## src/rtl/cr_job_initiator.sv

```systemverilog
// Initiator end of the start/done operand protocol: takes a job, drives start and the
// operands to the responder, waits for done with a timeout and hands CR downstream.
// Optional result checker enabled by defining CR_JOB_CHECK_EN.
module cr_job_initiator #(
  parameter int WIDTH   = 16,
  parameter int TIMEOUT = 255,
  parameter int CNT_W   = 8
) (
  input  logic             clk,
  input  logic             reset_b,
  input  logic             job_valid,
  output logic             job_ready,
  input  logic [WIDTH-1:0] job_ar,
  input  logic [WIDTH-1:0] job_br,
  output logic             start,
  output logic [WIDTH-1:0] Data_AR,
  output logic [WIDTH-1:0] Data_BR,
  input  logic             done,
  input  logic [WIDTH-1:0] CR,
  output logic             res_valid,
  input  logic             res_ready,
  output logic [WIDTH-1:0] res_data,
  output logic             res_timeout,
  output logic             res_mismatch,
  output logic             busy,
  output logic [CNT_W-1:0] job_count
);

  localparam int TW = $clog2(TIMEOUT + 1);
  localparam logic [TW-1:0] T_LAST = TW'(TIMEOUT - 1);

  typedef enum logic [1:0] {IDLE, REQ, WAIT, HOLD} state_t;

  state_t           state_q, state_d;
  logic             start_q, start_d;
  logic [WIDTH-1:0] ar_q, ar_d, br_q, br_d;
  logic [WIDTH-1:0] res_data_q, res_data_d;
  logic             res_valid_q, res_valid_d;
  logic             res_to_q, res_to_d;
  logic [TW-1:0]    cnt_q, cnt_d;
  logic [CNT_W-1:0] jc_q, jc_d;

`ifdef CR_JOB_CHECK_EN
  logic [WIDTH-1:0] exp_q, exp_d;
  logic             mis_q, mis_d;

  // Negative AR halves toward zero: bias by one before the arithmetic shift.
  function automatic logic [WIDTH-1:0] exp_f(input logic [WIDTH-1:0] ar, input logic [WIDTH-1:0] br);
    logic [WIDTH-1:0] t;
    t = ar + WIDTH'(1);
    if (ar[WIDTH-1])     return {t[WIDTH-1], t[WIDTH-1:1]};
    else if (ar != '0)   return br << 1;
    else                 return '0;
  endfunction
`endif

  always_comb begin
    state_d     = state_q;
    start_d     = start_q;
    ar_d        = ar_q;
    br_d        = br_q;
    res_data_d  = res_data_q;
    res_valid_d = res_valid_q;
    res_to_d    = res_to_q;
    cnt_d       = cnt_q;
    jc_d        = jc_q;
`ifdef CR_JOB_CHECK_EN
    exp_d       = exp_q;
    mis_d       = mis_q;
`endif
    unique case (state_q)
      IDLE: if (job_valid) begin
        ar_d    = job_ar;
        br_d    = job_br;
        start_d = 1'b1;
        cnt_d   = '0;
        state_d = REQ;
`ifdef CR_JOB_CHECK_EN
        exp_d   = exp_f(job_ar, job_br);
`endif
      end
      REQ, WAIT: begin
        if (state_q == REQ && !done) begin
          start_d = 1'b0;
          state_d = WAIT;
        end else if (state_q == WAIT && done) begin
          res_data_d  = CR;
          res_to_d    = 1'b0;
          res_valid_d = 1'b1;
          state_d     = HOLD;
`ifdef CR_JOB_CHECK_EN
          mis_d       = (CR != exp_q);
`endif
        end else if (cnt_q == T_LAST) begin
          // Normal exits above win over a timeout in the same cycle.
          start_d     = 1'b0;
          res_data_d  = '0;
          res_to_d    = 1'b1;
          res_valid_d = 1'b1;
          state_d     = HOLD;
`ifdef CR_JOB_CHECK_EN
          mis_d       = 1'b0;
`endif
        end else begin
          cnt_d = cnt_q + TW'(1);
        end
      end
      HOLD: if (res_ready) begin
        res_valid_d = 1'b0;
        jc_d        = jc_q + CNT_W'(1);
        state_d     = IDLE;
`ifdef CR_JOB_CHECK_EN
        mis_d       = 1'b0;
`endif
      end
      default: state_d = IDLE;
    endcase
  end

  always_ff @(posedge clk or negedge reset_b) begin
    if (!reset_b) begin
      state_q     <= IDLE;
      start_q     <= 1'b0;
      ar_q        <= '0;
      br_q        <= '0;
      res_data_q  <= '0;
      res_valid_q <= 1'b0;
      res_to_q    <= 1'b0;
      cnt_q       <= '0;
      jc_q        <= '0;
`ifdef CR_JOB_CHECK_EN
      exp_q       <= '0;
      mis_q       <= 1'b0;
`endif
    end else begin
      state_q     <= state_d;
      start_q     <= start_d;
      ar_q        <= ar_d;
      br_q        <= br_d;
      res_data_q  <= res_data_d;
      res_valid_q <= res_valid_d;
      res_to_q    <= res_to_d;
      cnt_q       <= cnt_d;
      jc_q        <= jc_d;
`ifdef CR_JOB_CHECK_EN
      exp_q       <= exp_d;
      mis_q       <= mis_d;
`endif
    end
  end

  assign job_ready   = (state_q == IDLE);
  assign busy        = (state_q != IDLE);
  assign start       = start_q;
  assign Data_AR     = ar_q;
  assign Data_BR     = br_q;
  assign res_data    = res_data_q;
  assign res_valid   = res_valid_q;
  assign res_timeout = res_to_q;
  assign job_count   = jc_q;
`ifdef CR_JOB_CHECK_EN
  assign res_mismatch = mis_q;
`else
  assign res_mismatch = 1'b0;
`endif

endmodule

```

## config.mk

```make
export PLATFORM = sky130hd
export DESIGN_NAME = cr_job_initiator
export DESIGN_NICKNAME = d
export VERILOG_FILES = /design/src/rtl/cr_job_initiator.sv
export SDC_FILE = /design/constraint.sdc
export NUM_CORES = 1
export LEC_CHECK = 0
export CORE_UTILIZATION = 40
export CTS_CLUSTER_DIAMETER = 60
export DETAILED_ROUTE_END_ITERATION = 6
export PLACE_DENSITY = 0.74
export SYNTH_ARGS = -nofsm -noshare
export SYNTH_HDL_FRONTEND = slang
export SYNTH_SLANG_ARGS = --single-unit
```

## constraint.sdc

```tcl
create_clock -name clk -period 4.4 [get_ports clk]
set_input_delay 0.88 -clock clk [delete_from_list [all_inputs] [get_ports clk]]
set_output_delay 0.88 -clock clk [all_outputs]
set_load 0.01 [all_outputs]
```

Yosys cells after proc, flatten, opt, wreduce, memory -nomap -nowiden
Index checks and enable logic that the tools add are counted.

word-level totals
  input port bits = 53
  output and inout bits = 62
  flip-flop bits (word level) = 69
  logic and storage cells = 65

operators by class
  multiplexer cells = 24
  bitwise gates (word level) = 1
  equality and inequality tests = 13
  reduce and logical (&&, ||, !) cells = 16
  $add $sub $neg = 2

operators with widths
  operator             count
  $mux 16              2
  $mux 8               4
  $add 8x1->8 const B  2
  $pmux 8 s2           1
  $mux 2               5
  $ne 2x2->1 const B   5
  $mux 1               9
  $ne 3x3->1 const B   3
  $eq 8x8->1 const B   1
  $reduce_and 4->1     2
  $reduce_bool 2->1    4
  $pmux 2 s3           1
  $reduce_and 3->1     2
  $reduce_and 5->1     1
  $eq 2x2->1 const B   2
  $ne 4x4->1 const B   1
  $pmux 1 s2           2
  $reduce_and 2->1     2
  $eq 2x1->1 const B   1
  $logic_and 1x1->1    2
  $logic_not 2->1      1
  $reduce_or 2->1      1
  $logic_not 1->1      1
  $not 1->1            1

Longest topological paths before layout
  depth in word-level cells = 5
  gate-level depth with buffers = 8
  depth with buffers taken out = 6

Worst setup path before layout
Ideal clock, no wire load.

  kind = input to register
  start point = input done
  end point = register cnt_q[4]
  library setup time = 126 ps
  stages = 5
  arrival time = 1777 ps
  path slack = 2497 ps
  cell sequence = nor2b_4 nand3b_4 buf_2 nor4_1 a311o_1

on the way
  longest elaborated chain between the ends = 4
  elaborated cells between the ends (all ways) = 6
  classes of those cells = eq/ne (2); reduce/logical (4)

ends and longest elaborated chain
  element                         line  source
  start: declaration              18    input logic done,
  $logic_not 1->1                 83    if (state_q == REQ && !done) begin
  $logic_and 1x1->1               83
  $ne 2x2->1 (no line)            -
  $reduce_and 5->1 (no line) (*)  -
  end signal: assignment          143   cnt_q <= cnt_d;
  end: declaration                40    logic [TW-1:0] cnt_q, cnt_d;

Mark *: on every way between the ends. The rest lies on a longest branch, timed or not.
A chain may end at the register's enable or synchronous reset.

Final worst setup path
  start point = register state_q[1]
  end point = output job_ready

on the way
  longest elaborated chain between the ends = 1

ends and longest elaborated chain
  element                   line  source
  start: declaration        34    state_t state_q, state_d;
  start signal: assignment  136   state_q <= state_d;
  $logic_not 2->1           152   assign job_ready = (state_q == IDLE);
  end: declaration          12    output logic job_ready,

No other way between the ends.

==> summary by stage <==
Global route
The number of antenna violations at the first check in global routing is 0. The wire length of the first global-routing pass is 10.22 mm. Entering global routing, the biggest net connects 41 pins. Global routing used 17.18% of the available tracks across all layers. The via count of the first global-routing pass is 2144.

The total congestion overflow is 0.

Detailed routing
After detailed routing, the total wire length is 6.631 mm. The number of nets with antenna violations after routing is 0. In the final routed layout, each cell accounts on average for 14.97 um.

The detailed router's first-iteration violation count is 73. The DRC violation count after routing is 0. The routed layout has 2267 vias.

For this run, the detailed router's first-pass iteration total came to 4. After detailed routing, the number of vias per cell comes to 5.117.

Logic synthesis
Sorting the synthesized cells by how often they occur yields dfrtp_1 (69), mux2_2 (33), a22o_1 (17), inv_1 (9). The gate count of the mapped netlist is 225. Synthesis produced a netlist with a net count of 285. Summing the sequential cell areas from Yosys gives 56.79% of the chip area. Sorting the synthesized cells by area gives the leading types as dfrtp_1 (57%), mux2_2 (12%), a22o_1 (4.9%). After synthesis, the mean cell area works out to 13.51 um2. The summed instance area of the synthesized netlist is 0.003040 mm2. In the synthesized netlist the dominant register cell turns out to be dfrtp_1. The library cell with the highest instance count after synthesis is dfrtp_1. dfrtp_1 takes more of the synthesized area than any other cell. Of the post-synthesis cell area, the dominant cell type holds 56.79%. The total of warnings raised by yosys is 0. The number of synthesized flops with an enable pin is 0. The post-synthesis register bit count is 69.

Counting distinct cell types in the post-synthesis netlist gives 45. Of all flip-flops after synthesis, the portion carrying an async set or reset was 100.0%.

STA
The final critical-path share of the clock period is 59.53%. For the finished layout, the period the worst path requires is 2.619 ns. Measured against its own limit, the worst slew margin works out to 55.17%. Across the routed clock network, the largest skew measured is 0.01023 ns. The actual transition at the worst max-transition pin is 0.6725 ns. Derived from the worst setup path, the maximum achievable clock frequency is 381.8 MHz. The aggregate negative setup slack is 0 ns. The number of pins with negative max-slew slack in the final report is 0. The count of final hold-check violations came to 0.

Setup repair after global routing left no endpoint under its margin. The total of endpoints with negative setup slack in the final report is 0.

Worst setup path
The data arrival time of the worst path is 1.74 ns. The capture point of the worst path is job_ready. The reg-to-reg setup timing slack is 1.98 ns.

The worst register-to-register path begins at state_q[0]$_DFFE_PN0P_. The nature of the critical path startpoint is a register. In this run the critical register-to-register path is captured at cnt_q[4]$_DFFE_PN0P_. The worst register-to-register path has a depth of 6. For the worst setup path, the data required time is 3.52 ns. The critical path is of the register to primary output type. The top fanout value on the critical path is 5. Tracing the worst setup path back leads to its startpoint at state_q[1]$_DFFE_PN0P_. The worst setup path is captured at a primary output.

Power
Dividing total power by cell area gives a power density of 683.2 mW/mm2. IR analysis of the VDD net gives a maximum drop of 0.0002947 V. The leakage power is 1.882 nW.

Clock network
The hold buffer count at CTS is 0. The clock slew seen by the registers of the worst setup and hold paths is 0.07 ns. The clock tree root driver cell is clkbuf_8. At the later pin of the worst-skew pair, clock insertion delay measures 0.34 ns. The clock passes through at most 2 buffers. Post-CTS timing repair inserted 0 buffers for setup. Once the clock tree was built, the resizer swapped 0 gates to a different size.

The number of clock sinks seen by CTS is 69. The H-tree was split into 3 levels. Buffers inserted during clock tree synthesis total 9. The clock tree from TritonCTS is built.

Finish
The repair_antennas step left the layout with diodes totalling 0. Cells with a size suffix above 1 make up 18.02% of the layout. Summing all non-filler instances in the final layout gives an area of 0.004402 mm2. The total number of nets in the final design is 399. The area growth from synthesis to layout is 44.77%.

Place
The detailed placer's ending HPWL is 4.775 mm. The cell area after placement is 0.004234 mm2. The routability congestion estimate from global placement is 0.7918.

The count of buffers from port buffering is 113.

Floorplan
The floorplan step set the die width to 89.19 um. The die boundary height is 89.19 um. The initial utilization of the core area, before any placement, comes to 41.70%.

The area enclosed by the die boundary is 0.007954 mm2. The placement row count is 31. The top-level port count is 115. The core footprint is 0.007292 mm2.

Min path
The type of the most critical hold path is register to register.

Job
The number of maximum-capacitance violations is 0.

Run status
The run finished with clean final reports.
-- cells by family after synthesis --
kind of cell	after synthesis	synth area share, %
compound gates	49	14.03
xor+xnor	7	2.017
fa+ha+maj	7	2.881
buf+inv	21	3.457
flops	69	56.79
mux	36	13.21
other cells	1	0.1233
simple gates	35	7.490
-- layer usage --
metal | vias to the layer above | track usage, % | share of wire, %
li1 | 1059 | - | -
met4 | 0 | 8.514 | 1.4
met1 | 1120 | 21.25 | 43
met2 | 78 | 27.55 | 48
met5 | - | 0 | 0
met3 | 10 | 5.078 | 7.4
-- critical path, cell delays in order, from the launching register on --
cell             delay (ns)
dfrtp_1                0.41
inv_1                  0.11
ha_1                   0.30
clkdlybuf4s50_1        0.58
-- layout by cell type, fill, tap and decap left out, types with 2 or more instances in the layout --
cell | Yosys | layout
o21ai_0 | 5 | 5
o41a_1 | 2 | 2
a31oi_1 | 5 | 5
nand2_1 | 7 | 7
mux2i_1 | 3 | 3
ha_1 | 7 | 7
a22o_1 | 17 | 17
a311o_1 | 2 | 2
nor2_1 | 2 | 2
inv_1 | 9 | 9
clkbuf_8 | 0 | 9
nand2b_1 | 2 | 2
nand3_1 | 7 | 7
o311a_1 | 2 | 2
buf_4 | 3 | 2
a21oi_1 | 3 | 3
and3_1 | 5 | 5
o211ai_1 | 2 | 2
o41ai_2 | 2 | 2
dfrtp_1 | 69 | 69
clkinv_4 | 0 | 2
mux2_2 | 33 | 33
nor3_1 | 2 | 2
xnor2_1 | 6 | 6
clkinv_2 | 0 | 3
clkdlybuf4s50_1 | 0 | 112
o221ai_1 | 2 | 2
-- report_power, final --
part / leakage, nW / internal (W) / total [W] / switching, W
clock: 0.0860 / 0.000203 / 0.000444 / 0.000240
combinational: 0.946 / 0.000851 / 0.00144 / 0.000593
sequential: 0.850 / 0.000927 / 0.00112 / 0.000192
total: 1.88 / 0.00198 / 0.00301 / 0.00103
-- metrics by stage --
step	hold WS, ns	util (%)	std cells	setup slack, ns	power, W
floorplan	0.5041	-	225	2.497	0.001872
global placement	0.4605	58.06	427	1.820	0.002546
detailed placement	0.4685	58.06	427	1.793	0.002585
CTS	0.4788	60.36	443	1.760	0.003044
global route	0.5153	60.36	443	1.674	0.003216
finish	0.4762	60.36	443	1.781	0.003007
-- registers in the layout, indices dropped and copies added (netlist names) --
register     cells
Data_AR         16
Data_BR         16
res_data        16
cnt_q            8
job_count        8
state_q          2
res_timeout      1
res_valid        1
start            1
-- final cells by class --
class | instances | area, um2
clock inverters | 6 | 40.04
flip-flops and latches | 69 | 1727
inverters | 9 | 33.78
multi-input cells | 135 | 1209
well taps | 99 | 123.9
fillers | 639 | 2890
repair buffers | 115 | 1141
clock buffers | 10 | 127.6
-- worst min-delay path by stage --
| stage | start | end | depth (start not counted) |
|---|---|---|---|
| CTS | job_count[7]$_DFFE_PN0P_ | job_count[7]$_DFFE_PN0P_ | 1 |
| global placement | job_count[7]$_DFFE_PN0P_ | job_count[7]$_DFFE_PN0P_ | 1 |
| detailed placement | job_count[7]$_DFFE_PN0P_ | job_count[7]$_DFFE_PN0P_ | 1 |
| global route | res_data[8]$_DFFE_PN0P_ | res_data[8]$_DFFE_PN0P_ | 1 |
| finish | job_count[7]$_DFFE_PN0P_ | job_count[7]$_DFFE_PN0P_ | 1 |
| floorplan | cnt_q[6]$_DFFE_PN0P_ | cnt_q[6]$_DFFE_PN0P_ | 1 |
(Power assumes the default switching activity.)
==> patch (same settings) <==
The 4 states of `state_t` get a one-hot encoding in 4 bits.
--- a/src/rtl/cr_job_initiator.sv
+++ b/src/rtl/cr_job_initiator.sv
@@ -30,5 +30,5 @@
   localparam logic [TW-1:0] T_LAST = TW'(TIMEOUT - 1);
 
-  typedef enum logic [1:0] {IDLE, REQ, WAIT, HOLD} state_t;
+  typedef enum logic [3:0] {IDLE = 4'b0001, REQ = 4'b0010, WAIT = 4'b0100, HOLD = 4'b1000} state_t;
 
   state_t           state_q, state_d;
Function: same outputs for any inputs over 10 cycles, from zero or initial values and one cycle with reset_b low; not proved beyond that.
==> patch against the original RTL <==
- sequential cell count increased by 2
- final cell count increased by 2.3%
- synthesized area decreased by 1.1%
- via count increased by 0.57%
- critical endpoint unchanged
- worst setup slack got worse by 0.30 ns
- sequential power decreased by 5%
- final area about the same
- routed wire length decreased by 0.36%
- clock power increased by 15%
- combinational power decreased by 27%
- power decreased by 13%
==> patch: results (changes against the original RTL) <==
status finished clean; largest net degree at the start of global routing 42 (+2.4%); R2R Path End res_data[7]$_DFFE_PN0P_; Adder-Cell Fraction of Synth Area 1.25% (-1.6 points); placed cell area 4210 sq um (-0.65%); Reg2Reg Setup Slack 1.91 ns (-0.07 ns); Hold Path Depth 1 (unchanged); Post-Synth XOR/XNOR Area 2.33% (+0.31 points); FF-to-FF Start state_q[1]$_DFFE_PN0P_; Final Wtd Congestion 0.836 (+5.6%); mux cell area share after synthesis 12.7% (-0.52 points); R2R depth 4 (-2); Final Non-Filler Cells 453 (+2.3%); fin nets 406 (+1.8%); Mapped Cells 234 (+4.0%); Synthesized Nets 290 (+1.8%); sequential-to-total area share from yosys stat 59.1% (+2.3 points); Leakage 1.89 nW (+0.47%); placed instance count 438 (+2.6%); drt total wl 6610 um (-0.36%); DR iter-0 viols 71 (-2.7%); setup slack at placement 1.44 ns (-0.356 ns); gr usage total 17.5% (+0.36 points); post-synthesis compound-gate area fraction 11.9% (-2.1 points); Synth top cells by count dfrtp_1 (70), mux2_1 (33), a22o_1 (17); via-per-instance ratio 5.03 (-1.6%); VDD IR max 0.255 mV (-14%); Max transition margin 40.8% (-14 points); hpwl dp 4730 um (-1.0%); share of synthesized registers carrying an async set or reset 100% (unchanged); vias in the first global route 2132 (-0.56%); WHS 0.473 ns (-0.00315 ns); first-pass GRT wire length 10300 um (+0.34%); cell-internal power 0.00181 W (-8.5%); Yosys cell types 42 (-6.7%); CP arrival 2.04 ns (+0.30 ns); Setup Skew 0.00915 ns (-0.00107 ns); top post-synthesis cells by area dfrtp_1 (58%), mux2_1 (12%), a22o_1 (5.0%)
patch: final cells by class:
cell class	instances	area [sq um]
Tap cell	99	124
Inverter	4	15.0
Multi-Input combinational cell	149	1150
Fill cell	601	2850
Timing Repair Buffer	115	1140
Clock inverter	5	58.8
Clock buffer	10	138
Sequential cell	71	1780
patch: metrics by stage:
step	total power [W]	util [%]
final	0.00261	60.7
after global routing	0.00278	60.7
after CTS	0.00264	60.7
after detailed placement	0.00212	58.0
after global placement	0.00210	58.0
after floorplan	0.00151	-
patch: logic make-up (layout without fill, tap and decap cells):
| kind of cell | count (synthesis) | in the layout |
|---|---|---|
| AO/OA/AOI/OAI | 49 | 49 |
| AND/OR/NAND/NOR | 54 | 54 |
| buffers and inverters | 14 | 134 |
| XOR/XNOR | 8 | 8 |
| flip-flops | 71 | 71 |
| other | 1 | 1 |
| adder cells (fa/ha/maj) | 3 | 3 |
| multiplexers | 34 | 34 |
patch: worst max path at each step:
stage / from / to / slack, ns
global route: state_q[0]$_DFFE_PN1P_ / job_ready / 1.37
finish: state_q[0]$_DFFE_PN1P_ / job_ready / 1.48
CTS: state_q[0]$_DFFE_PN1P_ / job_ready / 1.48
detailed placement: done / res_data[14]$_DFFE_PN0P_ / 1.44
floorplan: state_q[0]$_DFFE_PN1P_ / busy / 2.30
global placement: done / res_data[5]$_DFFE_PN0P_ / 1.56
patch: worst max-delay path, cell delays in order (launching register included):
cell and delay [ns]:
dfstp_2 0.62, nor4b_2 0.45, clkdlybuf4s50_1 0.63
patch: power by group through the flow:
stage / clock network (W) / registers, W / logic, W
after detailed placement: 0 / 0.00106 / 0.00106
after floorplan: 0 / 0.00114 / 0.000374
after CTS: 0.000523 / 0.00106 / 0.00106
final: 0.000510 / 0.00106 / 0.00105
after global placement: 0 / 0.00106 / 0.00104
after global routing: 0.000551 / 0.00109 / 0.00113
patch: per-layer routing:
layer  vias up  part of all wire (%)  wire length [um]  global-route usage (%)
li1       1085                     -                 -                       -
met1      1079                    46              3010                    23.4
met2       107                    42              2770                    25.4
met3         9                    11               697                    5.78
met4         0                   2.0               130                    9.24
met5         -                     0                 0                       0
